File: src/rtl/cpu7_csr_ex_pkg.sv
`default_nettype none
// ============================================================================
// Module      : cpu7_csr_ex_pkg
// Description : Shared definitions for the CSR execution stage: data and CSR
//               address widths, CSR addresses used by the stage's users,
//               op encodings, FSM state encodings and a small op helper.
// Revision    : 1.0 - initial release
// ============================================================================
package cpu7_csr_ex_pkg;

  // Data path width (GRLEN) and CSR address width (LSOC1K_CSR_BIT).
  localparam int GRLEN   = 32;
  localparam int CSR_BIT = 14;

  // CSR addresses.
  localparam logic [CSR_BIT-1:0] CSR_CRMD  = 14'h000;
  localparam logic [CSR_BIT-1:0] CSR_EPC   = 14'h006;
  localparam logic [CSR_BIT-1:0] CSR_EBASE = 14'h00c;

  // CSR op encodings; the reserved encoding executes as a plain read.
  typedef enum logic [1:0] {
    CSR_OP_RD   = 2'b00,
    CSR_OP_WR   = 2'b01,
    CSR_OP_XCHG = 2'b10,
    CSR_OP_RSVD = 2'b11
  } csr_op_e;

  // Stage FSM states.
  typedef enum logic [1:0] {
    ST_IDLE  = 2'b00,
    ST_READ  = 2'b01,
    ST_WRITE = 2'b10,
    ST_RESP  = 2'b11
  } csr_ex_state_e;

  // True for ops that commit a write to the CSR file.
  function automatic logic op_writes(input csr_op_e op);
    return (op == CSR_OP_WR) || (op == CSR_OP_XCHG);
  endfunction

endpackage
`default_nettype wire

File: src/rtl/cpu7_csr_wmerge.sv
`default_nettype none
// ============================================================================
// Module      : cpu7_csr_wmerge
// Description : Combinational new-value generator for CSR writes.
//               WR   : new = wdata
//               XCHG : new = (old & ~mask) | (wdata & mask)
//               others pass wdata through (never written).
// Ports       : old_val  - current CSR value
//               wdata    - write data (rd source)
//               mask     - xchg mask (rj)
//               op       - decoded CSR op
//               new_val  - value to write
// Revision    : 1.0 - initial release
// ============================================================================
module cpu7_csr_wmerge
  import cpu7_csr_ex_pkg::*;
(
  input  logic [GRLEN-1:0] old_val,
  input  logic [GRLEN-1:0] wdata,
  input  logic [GRLEN-1:0] mask,
  input  csr_op_e          op,
  output logic [GRLEN-1:0] new_val
);

  always_comb begin
    new_val = wdata;
    if (op == CSR_OP_XCHG) begin
      new_val = (old_val & ~mask) | (wdata & mask);
    end
  end

endmodule
`default_nettype wire

File: src/rtl/cpu7_csr_ex.sv
`default_nettype none
// ============================================================================
// Module      : cpu7_csr_ex
// Description : CSR-instruction execution stage. Accepts one csrrd/csrwr/
//               csrxchg op, reads the old CSR value, optionally writes the
//               (masked) new value, and returns the old value to writeback.
//               FSM: IDLE -> READ -> [WRITE] -> RESP -> IDLE.
// Config      : CPU7_CSR_PLV_CHECK_EN - adds csr_plv input and wb_ipe output;
//               ops accepted with csr_plv != 0 skip the CSR access and
//               respond with wb_ipe=1, wb_data=0.
// Ports       : clk, reset (async, active high)
//               ex_*  : op handshake from EX (valid/ready) + payload, flush
//               csr_* : read/write ports of the CSR register file
//               wb_*  : result handshake to writeback (valid/ready)
// Revision    : 1.0 - initial release
// ============================================================================
module cpu7_csr_ex
  import cpu7_csr_ex_pkg::*;
#(
  parameter int RD_IDX_W = 5
) (
  input  logic                clk,
  input  logic                reset,
  input  logic                ex_valid,
  output logic                ex_ready,
  input  logic [1:0]          ex_op,
  input  logic [CSR_BIT-1:0]  ex_csr_addr,
  input  logic [GRLEN-1:0]    ex_wdata,
  input  logic [GRLEN-1:0]    ex_mask,
  input  logic [RD_IDX_W-1:0] ex_rd_idx,
  input  logic                ex_flush,
`ifdef CPU7_CSR_PLV_CHECK_EN
  input  logic [1:0]          csr_plv,
  output logic                wb_ipe,
`endif
  output logic [CSR_BIT-1:0]  csr_raddr,
  input  logic [GRLEN-1:0]    csr_rdata,
  output logic [CSR_BIT-1:0]  csr_waddr,
  output logic [GRLEN-1:0]    csr_wdata,
  output logic                csr_wen,
  output logic                wb_valid,
  input  logic                wb_ready,
  output logic [RD_IDX_W-1:0] wb_rd_idx,
  output logic [GRLEN-1:0]    wb_data
);

  csr_ex_state_e       r_state;
  csr_op_e             r_op;
  logic [CSR_BIT-1:0]  r_addr;
  logic [GRLEN-1:0]    r_wdata;
  logic [GRLEN-1:0]    r_mask;
  logic [RD_IDX_W-1:0] r_rd_idx;
  logic [GRLEN-1:0]    r_old;
  logic [GRLEN-1:0]    w_new_val;

  // The merge is fed from csr_rdata during READ so the write data can be
  // registered on the same edge that captures r_old; the value equals
  // (r_old & ~mask) | (wdata & mask) as seen in WRITE.
  cpu7_csr_wmerge u_wmerge (
    .old_val (csr_rdata),
    .wdata   (r_wdata),
    .mask    (r_mask),
    .op      (r_op),
    .new_val (w_new_val)
  );

  always_ff @(posedge clk or posedge reset) begin
    if (reset) begin
      r_state   <= ST_IDLE;
      r_op      <= CSR_OP_RD;
      r_addr    <= '0;
      r_wdata   <= '0;
      r_mask    <= '0;
      r_rd_idx  <= '0;
      r_old     <= '0;
      ex_ready  <= 1'b1;
      csr_raddr <= '0;
      csr_waddr <= '0;
      csr_wdata <= '0;
      csr_wen   <= 1'b0;
      wb_valid  <= 1'b0;
      wb_rd_idx <= '0;
      wb_data   <= '0;
`ifdef CPU7_CSR_PLV_CHECK_EN
      wb_ipe    <= 1'b0;
`endif
    end else begin
      unique case (r_state)
        ST_IDLE: begin
          // ex_ready is always high here, so ex_valid alone is the handshake.
          if (ex_valid && !ex_flush) begin
            r_op     <= csr_op_e'(ex_op);
            r_addr   <= ex_csr_addr;
            r_wdata  <= ex_wdata;
            r_mask   <= ex_mask;
            r_rd_idx <= ex_rd_idx;
            ex_ready <= 1'b0;
`ifdef CPU7_CSR_PLV_CHECK_EN
            if (csr_plv != 2'd0) begin
              // Privilege fault: no CSR access at all, respond directly.
              r_state   <= ST_RESP;
              wb_valid  <= 1'b1;
              wb_ipe    <= 1'b1;
              wb_data   <= '0;
              wb_rd_idx <= ex_rd_idx;
            end else begin
              r_state   <= ST_READ;
              csr_raddr <= ex_csr_addr;
            end
`else
            r_state   <= ST_READ;
            csr_raddr <= ex_csr_addr;
`endif
          end
        end

        ST_READ: begin
          csr_raddr <= '0;
          if (ex_flush) begin
            r_state  <= ST_IDLE;
            ex_ready <= 1'b1;
          end else begin
            r_old <= csr_rdata;
            if (op_writes(r_op)) begin
              r_state   <= ST_WRITE;
              csr_wen   <= 1'b1;
              csr_waddr <= r_addr;
              csr_wdata <= w_new_val;
            end else begin
              r_state   <= ST_RESP;
              wb_valid  <= 1'b1;
              wb_data   <= csr_rdata;
              wb_rd_idx <= r_rd_idx;
            end
          end
        end

        ST_WRITE: begin
          // Flush is ignored once the write has started.
          csr_wen   <= 1'b0;
          csr_waddr <= '0;
          csr_wdata <= '0;
          r_state   <= ST_RESP;
          wb_valid  <= 1'b1;
          wb_data   <= r_old;
          wb_rd_idx <= r_rd_idx;
        end

        ST_RESP: begin
          if (wb_ready) begin
            r_state   <= ST_IDLE;
            ex_ready  <= 1'b1;
            wb_valid  <= 1'b0;
            wb_data   <= '0;
            wb_rd_idx <= '0;
`ifdef CPU7_CSR_PLV_CHECK_EN
            wb_ipe    <= 1'b0;
`endif
          end
        end

        default: r_state <= ST_IDLE;
      endcase
    end
  end

endmodule
`default_nettype wire

File: config.mk
export PLATFORM = sky130hd
export DESIGN_NAME = cpu7_csr_ex
export DESIGN_NICKNAME = d
export VERILOG_FILES = /design/src/rtl/cpu7_csr_ex_pkg.sv /design/src/rtl/cpu7_csr_wmerge.sv /design/src/rtl/cpu7_csr_ex.sv
export SDC_FILE = /design/constraint.sdc
export NUM_CORES = 1
export LEC_CHECK = 0
export BUFFER_PORTS_ARGS = -buffer_cell sky130_fd_sc_hd__buf_4
export CORE_UTILIZATION = 58
export DETAILED_ROUTE_END_ITERATION = 8
export MAX_ROUTING_LAYER = met4
export PLACE_DENSITY = 0.86
export RECOVER_POWER = 50
export SKIP_CTS_REPAIR_TIMING = 1
export SYNTH_ARGS = -nofsm -noshare
export SYNTH_HDL_FRONTEND = slang
export SYNTH_HIERARCHICAL = 1
export SYNTH_SLANG_ARGS = --single-unit
File: constraint.sdc
create_clock -name clk -period 14.7 [get_ports clk]
set_input_delay 1.47 -clock clk [delete_from_list [all_inputs] [get_ports clk]]
set_output_delay 1.47 -clock clk [all_outputs]
set_load 0.01 [all_outputs]
==> flow_metrics.tcl <==
set metrics [dict create \
    critical_path_class "input pin to async pin" \
    critPathSlowestCell "clkinvlp_2" \
    crit_path_end_kind "async pin" \
    finalCriticalPeriod_ps 6025 \
    cts_buffer_depth 3 \
    cts-root-buf "clkbuf_16" \
    core_area_sq_um 16000 \
    hold_violations 0 \
    viasPerCell 5.649 \
    drtPass1Iterations 5 \
    post-dp-hpwl_mm 14.41 \
    yosysWarnings 6 \
    area_growth_pct 22.10 \
    clk_latency_ps 500 \
    grt_pass1_vias 6947 \
    worstHoldPathCells 2 \
    avgSynthCellArea_sq_um 12.45 \
    violations "max-capacitance violations, max-slew violations" \
    ir_drop_mv 0.1339 \
    finClkSkew_ps 6.151 \
    row_count 46 \
    setup_viol_count_final 0 \
    grt_max_degree 148 \
    crit_cells 2 \
    grt_pass1_wl_mm 36.54 \
    fill_cells 1164 \
    p_switching_uw 877.7 \
    yosys.cell_types.count 33 \
    cp_slowest_stage_delay_ps 3380 \
    drive_above_1_share_pct 35.82 \
    drc 0 \
    cp_top_family "buffers and inverters" \
    synth-seq-area-share_pct 57.34 \
    cts_htree_levels 1 \
    maxCapViolCount 2 \
    cp.arrival_ps 5120 \
    slew_viol_final 228 \
    syn-num-nets 890 \
    cts_buffers 23 \
    die-area_sq_um 17000 \
    portBuffers 221 \
    clock.fmax_mhz 166.0 \
    drtAntennaViolNets 0 \
    vias 6762 \
    ios 222 \
    pwr-share-seq_pct 40.7 \
    start_kind "input pin" \
    p_leak_uw 0.005349 \
    fp.dieW_um 130.4 \
    rsz0062_at_grt "no" \
    final.setup.tns_ps 0 \
    reg2reg_depth 4 \
    initial_core_util_pct 59.75 \
    gp_congestion 0.7462 \
    hold_slack_ps 472.0 \
    critPathBufInv 2 \
    crit_path_cell_trace "clkbuf_4, clkinvlp_2" \
    wl_per_cell_um 19.40 \
    die_h_um 130.4 \
    internal_power_uw 1664 \
    cts_tree "built" \
    status "finished with violations" \
    fin_crit_sh_pct 40.99 \
    min_path_type "flip-flop to flip-flop" \
    drt-initial-drc-count 324 \
    finalWirelength_mm 23.22 \
    fin_nets 1087 \
    cts.clk_slew.worst_paths_ps 60 \
    grt_usage_pct 28.88 \
    pwr-share-comb_pct 37.3 \
    clockPowerShare_pct 21.9 \
    clock_sinks 219 \
    antenna_found_initial 1 \
    critPathMaxFanout 147 \
    max_slew_margin_pct -314.4 \
    required_ps 13790 \
    worst_pin_slew_ps 6182 \
    ys_ff_latch 219 \
    syn_inst 768 \
    sw_frac_of_total_pct 34.53 \
    power_density_nw_per_um2 217.7 \
    netlist_area_sq_um 9560 \
    globalRoute.totalOverflow 0 \
]
==> cells in the final DEF, fill, tap and decap left out, types with 2 or more instances in the layout <==
cell type and n:
clkbuf_16 23, o21ai_0 47, buf_4 137, a21oi_1 2
o21ai_1 2, a22o_1 51, nor2_1 2, nand2_1 142
clkinv_2 2, mux2_2 114, dfrtp_1 217, nor3b_2 20
nand2b_1 2, nor3b_1 12, mux2_4 34, nand3_1 46
clkbuf_8 5, clkbuf_1 98
==> synthesized netlist by cell type (all sizes together) <==
library cell,instances,share of area (%)
a22o,51,4.7
a21oi,2,0.10
o21a,1,0.079
nand3,46,2.4
nand2b,3,0.20
clkbuf,29,1.1
dfstp,1,0.27
nor2b,2,0.13
nand2,142,5.6
or2,1,0.065
xor2,1,0.092
o221ai,1,0.092
clkinv,1,0.039
and2,2,0.13
a21o,1,0.079
inv,1,0.039
or3b,2,0.18
dfrtp,218,57
a2bb2oi,1,0.16
nor3b,33,3.7
buf,28,2.1
mux2,149,19
o21ai,49,2.6
nor2,3,0.20
==> area by class of cell <==
cell class | count | area (sq um) | area share, %
timing repair buffer | 229 | 1378 | 11.80
clock buffer | 35 | 670.6 | 5.745
tap | 216 | 270.3 | 2.315
clock inverter | 5 | 56.30 | 0.4823
inverter | 2 | 8.758 | 0.07503
antenna | 1 | 2.502 | 0.02144
multi-input combinational | 490 | 3805 | 32.59
sequential | 219 | 5483 | 46.97
==> cell families after synthesis <==
family	Yosys count	share of synthesized area, %
flops	219	57.34
xor+xnor	1	0.09163
buf+inv	59	3.363
compound gates	106	7.748
mux	149	18.88
simple gates	234	12.58
==> flip-flops by register name, indices dropped and copies added, names as in the netlist, 14 cells and up, named ones only <==
signal,count
wb_data,32
r_addr,14
csr_raddr,14
r_mask,32
r_old,32
csr_wdata,32
csr_waddr,14
r_wdata,32
==> metrics by stage <==
stage / utilization [%] / total power (uW) / std cells / setup WS [ps] / area, sq um
3_5_place_dp: 70.57 / 2048 / 1156 / 10850 / 11290
4_1_cts: 75.12 / 2618 / 1196 / 11050 / 12020
5_1_grt: 72.96 / 2690 / 1197 / 7431 / 11670
6_report: 72.96 / 2542 / 1197 / 8675 / 11670
2_1_floorplan: - / 1707 / 768 / 7239 / 9560
3_3_place_gp: 70.57 / 2001 / 1156 / 11040 / 11290
==> power groups by stage <==
| stage | Sequential, uW | Combinational [uW] | Clock (uW) |
|---|---|---|---|
| 2_1_floorplan | 1020 | 689 | 0 |
| 3_3_place_gp | 1030 | 972 | 0 |
| 3_5_place_dp | 1040 | 1010 | 0 |
| 4_1_cts | 1030 | 1010 | 570 |
| 5_1_grt | 1070 | 1030 | 592 |
| 6_report | 1040 | 949 | 558 |
==> final timing paths <==
| path | slack, ps | startpoint | endpoint |
|---|---|---|---|
| worst min register to register | 470 | r_old[21] | r_old[21] |
| worst min-delay path | 470 | r_old[21] | r_old[21] |
| max in group clk | 9230 | ex_flush | csr_waddr[11] |
| worst max-delay path | 8670 | reset | r_op[0] |
| worst max register to register | 9700 | r_state[0] | csr_waddr[11] |
| min in group asynchronous | 2900 | reset | csr_raddr[8] |
==> routing by layer <==
| layer | routed length, um | GRT usage, % | vias to the layer above |
|---|---|---|---|
| li1 | - | - | 3078 |
| met1 | 9487 | 35.72 | 3377 |
| met2 | 11500 | 47.25 | 246 |
| met3 | 1512 | 6.311 | 61 |
| met4 | 718 | 10.01 | 0 |
| met5 | 0 | - | - |
Power figures use the tool's default switching activity.
